File: config.mk
export PLATFORM = sky130hd
export DESIGN_NAME = id_ex_stage
export DESIGN_NICKNAME = d
export VERILOG_FILES = /design/src/rtl/id_ex_stage.sv
export SDC_FILE = /design/constraint.sdc
export NUM_CORES = 1
export LEC_CHECK = 0
export CAP_MARGIN = 20
export CELL_PAD_IN_SITES_DETAIL_PLACEMENT = 1
export CELL_PAD_IN_SITES_GLOBAL_PLACEMENT = 2
export CORE_MARGIN = 8
export CORE_UTILIZATION = 29
export DETAILED_ROUTE_END_ITERATION = 6
export MAX_ROUTING_LAYER = met4
export PLACE_DENSITY = 0.85
export SKIP_CTS_REPAIR_TIMING = 1
export SLEW_MARGIN = 10
export SYNTH_ARGS = -nofsm -noshare
export SYNTH_HDL_FRONTEND = slang
export SYNTH_SLANG_ARGS = --single-unit
File: constraint.sdc
create_clock -name clk_i -period 4.3 [get_ports clk_i]
set_input_delay 0.86 -clock clk_i [delete_from_list [all_inputs] [get_ports clk_i]]
set_output_delay 0.86 -clock clk_i [all_outputs]
set_load 0.01 [all_outputs]
File: src/rtl/id_ex_stage.sv
// ID/EX pipeline register and execute-operand front end of the RV32I core.
// Holds the decoded instruction for one cycle, resolves RAW hazards by
// forwarding from EX/MEM and WB, detects load-use hazards, and drives the ALU
// operand/opcode inputs combinationally so the ALU result is ready in EX.
module id_ex_stage #(
  parameter int XLEN = 32,
  parameter int RA_W = 5
) (
  input  logic            clk_i,
  input  logic            rst_n_i,
  // decode slot
  input  logic            id_valid_i,
  input  logic [XLEN-1:0] id_pc_i,
  input  logic [XLEN-1:0] id_rs1_data_i,
  input  logic [XLEN-1:0] id_rs2_data_i,
  input  logic [RA_W-1:0] id_rs1_addr_i,
  input  logic [RA_W-1:0] id_rs2_addr_i,
  input  logic [RA_W-1:0] id_rd_addr_i,
  input  logic            id_uses_rs1_i,
  input  logic            id_uses_rs2_i,
  input  logic [XLEN-1:0] id_imm_i,
  input  logic [3:0]      id_alu_op_i,
  input  logic            id_src1_pc_i,
  input  logic            id_src2_imm_i,
  input  logic            id_reg_we_i,
  input  logic            id_mem_read_i,
  input  logic            id_mem_write_i,
  // pipeline control
  input  logic            stall_i,
  input  logic            flush_i,
  // forwarding sources
  input  logic [RA_W-1:0] exm_rd_addr_i,
  input  logic            exm_reg_we_i,
  input  logic [XLEN-1:0] exm_result_i,
  input  logic [RA_W-1:0] wb_rd_addr_i,
  input  logic            wb_reg_we_i,
  input  logic [XLEN-1:0] wb_data_i,
  // outputs
  output logic            load_use_stall_o,
  output logic            ex_valid_o,
  output logic [XLEN-1:0] alu_data1_o,
  output logic [XLEN-1:0] alu_data2_o,
  output logic [3:0]      alu_op_o,
  output logic [XLEN-1:0] ex_store_data_o,
  output logic [XLEN-1:0] ex_pc_o,
  output logic [RA_W-1:0] ex_rd_addr_o,
  output logic            ex_reg_we_o,
  output logic            ex_mem_read_o,
  output logic            ex_mem_write_o
);

  // Everything the EX slot remembers about one instruction. An all-zero
  // value is exactly a bubble (valid=0, controls off, ADD opcode).
  typedef struct packed {
    logic            valid;
    logic [XLEN-1:0] pc;
    logic [XLEN-1:0] rs1_data;
    logic [XLEN-1:0] rs2_data;
    logic [XLEN-1:0] imm;
    logic [RA_W-1:0] rs1_addr;
    logic [RA_W-1:0] rs2_addr;
    logic [RA_W-1:0] rd_addr;
    logic [3:0]      alu_op;
    logic            src1_pc;
    logic            src2_imm;
    logic            reg_we;
    logic            mem_read;
    logic            mem_write;
  } ex_reg_t;

  ex_reg_t ex_q;
  ex_reg_t ex_d;

  // WB and EX/MEM match terms; a destination of x0 never matches.
  logic wb_live;
  logic exm_live;
  logic wb_hit_id1, wb_hit_id2;
  logic wb_hit_ex1, wb_hit_ex2;
  logic exm_hit_ex1, exm_hit_ex2;

  assign wb_live     = wb_reg_we_i  && (wb_rd_addr_i  != '0);
  assign exm_live    = exm_reg_we_i && (exm_rd_addr_i != '0);
  assign wb_hit_id1  = wb_live  && (wb_rd_addr_i  == id_rs1_addr_i);
  assign wb_hit_id2  = wb_live  && (wb_rd_addr_i  == id_rs2_addr_i);
  assign wb_hit_ex1  = wb_live  && (wb_rd_addr_i  == ex_q.rs1_addr);
  assign wb_hit_ex2  = wb_live  && (wb_rd_addr_i  == ex_q.rs2_addr);
  assign exm_hit_ex1 = exm_live && (exm_rd_addr_i == ex_q.rs1_addr);
  assign exm_hit_ex2 = exm_live && (exm_rd_addr_i == ex_q.rs2_addr);

  // A load in EX cannot forward its data yet; an ID consumer of it must wait.
  assign load_use_stall_o = id_valid_i && ex_q.valid && ex_q.mem_read &&
                            (ex_q.rd_addr != '0) &&
                            ((id_uses_rs1_i && (id_rs1_addr_i == ex_q.rd_addr)) ||
                             (id_uses_rs2_i && (id_rs2_addr_i == ex_q.rd_addr)));

  // Next EX slot contents: hold (with WB refresh), bubble, or capture.
  always_comb begin
    // NOTE: ex_d gets a full default first so no path leaves it unassigned,
    // which would otherwise infer a latch.
    ex_d = ex_q;
    if (stall_i) begin
      // A held instruction would miss a WB that retires during the stall,
      // so absorb it into the stored operand now.
      if (ex_q.valid && wb_hit_ex1) ex_d.rs1_data = wb_data_i;
      if (ex_q.valid && wb_hit_ex2) ex_d.rs2_data = wb_data_i;
    end else if (flush_i || load_use_stall_o) begin
      ex_d = '0;
    end else begin
      ex_d.valid     = id_valid_i;
      ex_d.pc        = id_pc_i;
      // Register file is written at the end of this cycle; take WB directly.
      ex_d.rs1_data  = wb_hit_id1 ? wb_data_i : id_rs1_data_i;
      ex_d.rs2_data  = wb_hit_id2 ? wb_data_i : id_rs2_data_i;
      ex_d.imm       = id_imm_i;
      ex_d.rs1_addr  = id_rs1_addr_i;
      ex_d.rs2_addr  = id_rs2_addr_i;
      ex_d.rd_addr   = id_rd_addr_i;
      ex_d.alu_op    = id_alu_op_i;
      ex_d.src1_pc   = id_src1_pc_i;
      ex_d.src2_imm  = id_src2_imm_i;
      ex_d.reg_we    = id_reg_we_i;
      ex_d.mem_read  = id_mem_read_i;
      ex_d.mem_write = id_mem_write_i;
    end
  end

  // EX slot register with asynchronous clear.
  always_ff @(posedge clk_i or negedge rst_n_i) begin
    // NOTE: state uses non-blocking assignment so every flop samples the
    // pre-edge values, independent of block ordering.
    if (!rst_n_i) ex_q <= '0;
    else          ex_q <= ex_d;
  end

  // Forwarded operands: x0 reads zero, then EX/MEM, then WB, then stored.
  logic [XLEN-1:0] fwd_rs1;
  logic [XLEN-1:0] fwd_rs2;

  always_comb begin
    if (ex_q.rs1_addr == '0) fwd_rs1 = '0;
    else if (exm_hit_ex1)    fwd_rs1 = exm_result_i;
    else if (wb_hit_ex1)     fwd_rs1 = wb_data_i;
    else                     fwd_rs1 = ex_q.rs1_data;
  end

  always_comb begin
    if (ex_q.rs2_addr == '0) fwd_rs2 = '0;
    else if (exm_hit_ex2)    fwd_rs2 = exm_result_i;
    else if (wb_hit_ex2)     fwd_rs2 = wb_data_i;
    else                     fwd_rs2 = ex_q.rs2_data;
  end

  assign alu_data1_o     = ex_q.src1_pc  ? ex_q.pc  : fwd_rs1;
  assign alu_data2_o     = ex_q.src2_imm ? ex_q.imm : fwd_rs2;
  assign alu_op_o        = ex_q.alu_op;
  assign ex_store_data_o = fwd_rs2;
  assign ex_valid_o      = ex_q.valid;
  assign ex_pc_o         = ex_q.pc;
  assign ex_rd_addr_o    = ex_q.rd_addr;
  assign ex_reg_we_o     = ex_q.reg_we    && ex_q.valid;
  assign ex_mem_read_o   = ex_q.mem_read  && ex_q.valid;
  assign ex_mem_write_o  = ex_q.mem_write && ex_q.valid;

endmodule
==> flow_metrics.tcl, run 1 <==
set metrics [dict create \
    post_drt_wl_per_cell_um 28.2 \
    maxUsedRoutingLayer "met4" \
    drt-initial-drc-count 1005 \
    finalWirelength_um 58900 \
    violations "negative setup slack" \
    core_area_um2 37400 \
    cts_root_buf "clkbuf_16" \
    layout.cells.non_filler 2089 \
    synthTopCellsByArea "dfrtp_1 35%, a22o_1 7.1%, o21ai_0 7.1%" \
    drive_gt1_frac 0.136 \
    dr_wl_met3_um 3040 \
    slew_violations 0 \
    die_area_um2 44100 \
    cts_inserted_buffers 17 \
    hold_slack_ns 0.411 \
    ctsLongestPathBuffers 2 \
    ys_types 42 \
    first_pass_iters 7 \
    status "finished with violations" \
    ioPinCount 377 \
    netlist.area_leader.share 0.351 \
    synth_cells 1243 \
    die_h_um 210 \
    clk-insertion-delay-late_ns 0.46 \
    grt_usage 0.266 \
    rows 71 \
    grt_pass1_vias 13500 \
    reg2reg_to "ex_q[15]" \
    gp_congestion 0.817 \
    die_w_um 210 \
    r2r_cells 7 \
    yosysSeqAreaShare 0.351 \
    cts_sinks 153 \
    p_switching_mw 1.69 \
    hold_viol_final 0 \
    tritoncts "built" \
    power_frac_comb 0.342 \
    clkTransAtPathRegs_ns 0.06 \
    tightest_slew_ns 1.06 \
    post-route-period-util 1.01 \
    start_util 0.292 \
    synth_nets 1478 \
    slew-limit-headroom 0.290 \
    min_period_ns 4.36 \
    holdCritPathClass "input pin to asynchronous set/reset pin" \
    r2r_start "ex_rd_addr_o[4]" \
    path_class "input pin to output pin" \
    yosys_warnings 0 \
    p_per_area_nw_per_um2 306 \
    synth_area_um2 10900 \
    async_reset_ff_frac 1.00 \
    start_kind "input pin" \
    most-common-layout-cells "277 x clkdlybuf4s50_1, 152 x o21ai_0, 151 x dfrtp_1" \
    vias_per_cell 5.95 \
    endpoint_kind "output pin" \
    fin_worst_skew_ns 0.0124 \
    fin_nets 1793 \
    clkPwrFrac 0.334 \
    antenna_left 0 \
    finalWorstSetupSlack_ns -0.0606 \
    dr_wl_met2_um 28800 \
    synth.avg_cell_area_um2 8.79 \
    io_buffers 376 \
    max_cap_violations 0 \
    p_seq_frac 0.325 \
    crit_path_max_fanout 16 \
    htreeDepth 4 \
    overflow 0 \
    seqCellArea_um2 3830 \
    peakVddDrop_uv 293 \
    swShare 0.331 \
    internal-power_mw 3.42 \
    post-route-drc-count 0 \
    fmax_mhz 229 \
    setup_viol_count_final 1 \
    multi_input_area_um2 6340 \
    layout_commonest_cell "clkdlybuf4s50_1" \
    reg2reg_slack_ns 1.28 \
    cp.arrival_ns 3.50 \
    synth_edf_count 0 \
    synth-seq-cells 153 \
    synthFlopType "dfrtp_1" \
    area_growth_pct 53.0 \
    synth_largest_area_cell "dfrtp_1" \
    grt_first_pass_wirelength_um 87700 \
    dp_hpwl_um 40200 \
    p_leak_nw 7.56 \
    num_vias 12400 \
    antenna_found_initial 8 \
    dpl.cell_count 2039 \
    wl_met1_um 25700 \
    required_ns 3.44 \
    rsz0062_at_grt "true" \
    fillers 4199 \
    grt_max_degree 82 \
]
[synthesized netlist by cell type (2+ instances only)]
| master | number |
|---|---|
| o21ai_0 | 155 |
| dfrtp_1 | 153 |
| clkbuf_1 | 122 |
| a22o_1 | 89 |
| nand2_1 | 80 |
| a2bb2oi_1 | 64 |
| o221ai_1 | 64 |
| o31a_1 | 64 |
| nor4_1 | 49 |
| buf_4 | 42 |
| nor2_1 | 36 |
| nor3_1 | 35 |
| a211oi_1 | 32 |
| xnor2_1 | 28 |
| a32o_1 | 23 |
| inv_1 | 23 |
| nand2b_1 | 23 |
| a221o_1 | 21 |
| and3_2 | 21 |
| and4_1 | 19 |
| buf_2 | 18 |
| and2_1 | 15 |
| xor2_1 | 13 |
| buf_1 | 10 |
| a221oi_1 | 9 |
| nand3_1 | 6 |
| buf_6 | 5 |
| and3_1 | 4 |
| nand4_1 | 3 |
| a21oi_1 | 2 |
| a221o_2 | 2 |
| or3_1 | 2 |
| or4_1 | 2 |
[sequential cells by signal (all words and copies together) (netlist names)]
register,cells
ex_q,111
ex_pc_o,32
ex_rd_addr_o,5
alu_op_o,4
ex_valid_o,1
[power by group through the flow]
| stage | Combinational, mW | Clock [mW] | Sequential [mW] |
|---|---|---|---|
| 2_1_floorplan | 0.799 | 0 | 1.64 |
| 3_3_place_gp | 1.71 | 0 | 1.67 |
| 3_5_place_dp | 1.74 | 0 | 1.68 |
| 4_1_cts | 1.75 | 1.74 | 1.65 |
| 5_1_grt | 1.86 | 1.79 | 1.67 |
| 6_report | 1.74 | 1.71 | 1.66 |
[cell families (layout without fill, tap and decap cells)]
logic type / Yosys count / after routing / synth area share
xor+xnor: 41 / 41 / 0.0329
buf+inv: 220 / 547 / 0.0956
flops: 153 / 153 / 0.351
other cells: 0 / 8 / 0
simple gates: 298 / 298 / 0.147
compound gates: 531 / 531 / 0.374
[final cells by class]
class                           instances  share of cell area
Inverter                               23             0.00517
Timing Repair Buffer                  493               0.309
Tap cell                              511              0.0383
Sequential cell                       153               0.229
Antenna cell                            8             0.00120
Multi-Input combinational cell        870               0.380
Clock buffer                           21              0.0276
Clock inverter                         10              0.0101
[per-stage QoR]
step / setup TNS (ns) / worst slack, ns / utilization / power, mW / area (um2)
4_1_cts: -18.22 / -0.374 / 0.432 / 5.14 / 16200
6_report: -0.0606 / -0.0606 / 0.447 / 5.11 / 16700
5_1_grt: -0.147 / -0.146 / 0.447 / 5.31 / 16700
3_5_place_dp: -17.57 / -0.369 / 0.415 / 3.42 / 15500
2_1_floorplan: 0 / 0.750 / - / 2.44 / 10900
3_3_place_gp: -14.84 / -0.331 / 0.415 / 3.38 / 15500
[layer usage]
layer / track usage / up-vias
met4: 0.0882 / 0
met1: 0.329 / 6427
li1: - / 5448
met2: 0.436 / 458
met5: - / -
met3: 0.0480 / 93
[critical path, cell delays in order]
cell and delay, ns:
clkdlybuf4s50_1 0.48, or4_4 0.53, buf_4 0.16, o21ai_4 0.24, buf_12 0.20, nor3_1 0.08
a211oi_2 0.26, o21ai_0 0.13, clkdlybuf4s50_1 0.52
[worst max path at each step]
stage / slack [ns] / depth (start not counted) / end / from
3_3_place_gp: -0.33 / 10 / alu_data2_o[14] / wb_rd_addr_i[4]
5_1_grt: -0.15 / 9 / alu_data1_o[24] / wb_rd_addr_i[2]
4_1_cts: -0.37 / 10 / alu_data2_o[14] / wb_rd_addr_i[1]
6_report: -0.06 / 9 / alu_data1_o[24] / wb_rd_addr_i[2]
2_1_floorplan: 0.75 / 8 / alu_data2_o[10] / wb_rd_addr_i[4]
3_5_place_dp: -0.37 / 10 / alu_data2_o[14] / wb_rd_addr_i[1]
Note: power is estimated with default switching activity, not from simulation.
==> inputs of run 2 (changes only) <==
Settings changed: CORE_MARGIN 8 to 2, HOLD_SLACK_MARGIN set to 0.05.
==> flow_metrics.tcl, run 2 (synthesized netlist as in run 1, its figures left out) <==
set metrics [dict create \
    largest_reg_flops 111 \
    core_area_um2 37400 \
    path_class "input pin to output pin" \
    required_ns 3.44 \
    crit_path_max_fanout 17 \
    htreeDepth 4 \
    max_cap_violations 0 \
    fin_worst_skew_ns 0.00807 \
    vias_per_cell 5.91 \
    finalWirelength_um 55100 \
    swShare 0.333 \
    start_kind "input pin" \
    clk-insertion-delay-late_ns 0.45 \
    p_total_mw 5.00 \
    crit_path_cell_trace "clkdlybuf4s50_1, or4_4, o21a_4, and2_4, buf_12, a221o_1, buf_4, a32o_1, dlymetal6s2s_1" \
    ioPinCount 377 \
    cp_top_family "buffers and inverters" \
    grt_pass1_vias 13000 \
    most-common-layout-cells "282 x clkdlybuf4s50_1, 151 x dfrtp_1, 149 x o21ai_0" \
    area_growth_pct 52.7 \
    layout_commonest_cell "clkdlybuf4s50_1" \
    setup_viol_count_final 0 \
    timing.critical_path.buf_inv 4 \
    p_switching_mw 1.67 \
    dp_hpwl_um 37600 \
    post_drt_wl_per_cell_um 26.5 \
    p_leak_nw 7.49 \
    min_period_ns 4.25 \
    clkPwrFrac 0.323 \
    status "finished clean" \
    grt_first_pass_wirelength_um 82100 \
    die_area_um2 39200 \
    post-route-period-util 0.988 \
    clkTransAtPathRegs_ns 0.07 \
    start_util 0.292 \
    antenna_left 0 \
    tns_ns 0 \
    cpPeakStageDelay_ns 0.55 \
    rows 71 \
    io_buffers 376 \
    drt-initial-drc-count 1017 \
    first_pass_iters 5 \
    holdCritPathClass "input pin to asynchronous set/reset pin" \
    slew_violations 0 \
    cts_sinks 153 \
    regMostFlops "ex_q" \
    cp.arrival_ns 3.39 \
    internal-power_mw 3.34 \
    power_frac_comb 0.345 \
    tritoncts "built" \
    antenna_found_initial 4 \
    ctsLongestPathBuffers 2 \
    post-route-drc-count 0 \
    drive_gt1_frac 0.140 \
    peakVddDrop_uv 258 \
    grt_usage 0.285 \
    hold_viol_final 0 \
    r2r_cells 5 \
    overflow 0 \
    num_vias 12300 \
    crit_path_top_delay_cell "or4_4" \
    slew-limit-headroom 0.406 \
    tightest_slew_ns 0.891 \
    grt_max_degree 89 \
    fmax_mhz 235 \
    path_depth 9 \
    cts_inserted_buffers 17 \
    fin_nets 1789 \
    p_seq_frac 0.332 \
    rsz0062_at_grt "true" \
    cts_root_buf "clkbuf_16" \
    gp_congestion 0.862 \
    p_per_area_nw_per_um2 300 \
    die_h_um 198 \
    die_w_um 198 \
    endpoint_kind "output pin" \
]
==> run 2: changes by cell type in the layout (fill, tap and decap cells not counted), sizes merged <==
cell           previous run  this run
dlymetal6s2s             97        91
clkdlybuf4s50           277       282
diode                     8         4
bufinv                    4         2
inv                      23        25
buf                     116       114
==> run 2: cell type report <==
cell class	instances	area, um2
Clock inverter	10	115
Clock buffer	22	484
Timing Repair Buffer	489	5100
Sequential cell	153	3830
Fill cell	4204	20700
Inverter	23	86.3
Multi-Input combinational cell	870	6400
Antenna cell	4	10.0
Tap cell	511	639
==> run 2: worst paths after layout <==
| path | from | end | slack, ns |
|---|---|---|---|
| max | wb_rd_addr_i[1] | alu_data2_o[15] | 0.05 |
| min | rst_n_i | ex_q[28] | 0.46 |
| max reg2reg | ex_rd_addr_o[1] | ex_q[109] | 1.50 |
| min reg2reg | ex_q[0] | ex_q[0] | 0.51 |
| max in group asynchronous | rst_n_i | alu_op_o[2] | 2.85 |
| min in group clk_i | ex_q[0] | ex_q[0] | 0.51 |
==> run 2: worst register-to-register path, delay by kind of cell (launching register included) <==
| family | cells | cell delay [ns] |
|---|---|---|
| flops | 1 | 0.45 |
| compound gates | 3 | 1.01 |
| buf+inv | 1 | 0.71 |
| simple gates | 1 | 0.55 |
==> run 2: power groups by stage <==
stage	Combinational [mW]	Sequential, mW	Clock (mW)
finish	1.73	1.66	1.61
global route	1.84	1.68	1.71
CTS	1.73	1.66	1.65
detailed placement	1.71	1.68	0
global placement	1.69	1.68	0
floorplan	0.799	1.64	0
==> run 2: per-layer routing <==
| metal | GRT usage | wire [um] | vias to the layer above |
|---|---|---|---|
| met5 | - | 0 | - |
| met4 | 0.0847 | 1130 | 0 |
| met3 | 0.0538 | 3310 | 81 |
| met2 | 0.452 | 26100 | 517 |
| met1 | 0.369 | 24600 | 6280 |
| li1 | - | - | 5432 |
==> run 2: metrics by stage <==
step           setup slack, ns  std cells  instance area, um2   util  hold WS (ns)
2_1_floorplan            0.750       1243               10900      -         0.465
3_3_place_gp            -0.416       2034               15500  0.413         0.483
3_5_place_dp            -0.300       2036               15500  0.414         0.493
4_1_cts                 -0.312       2068               16100  0.430         0.506
5_1_grt                -0.0215       2082               16700  0.446         0.507
6_report                0.0533       2082               16700  0.446         0.460
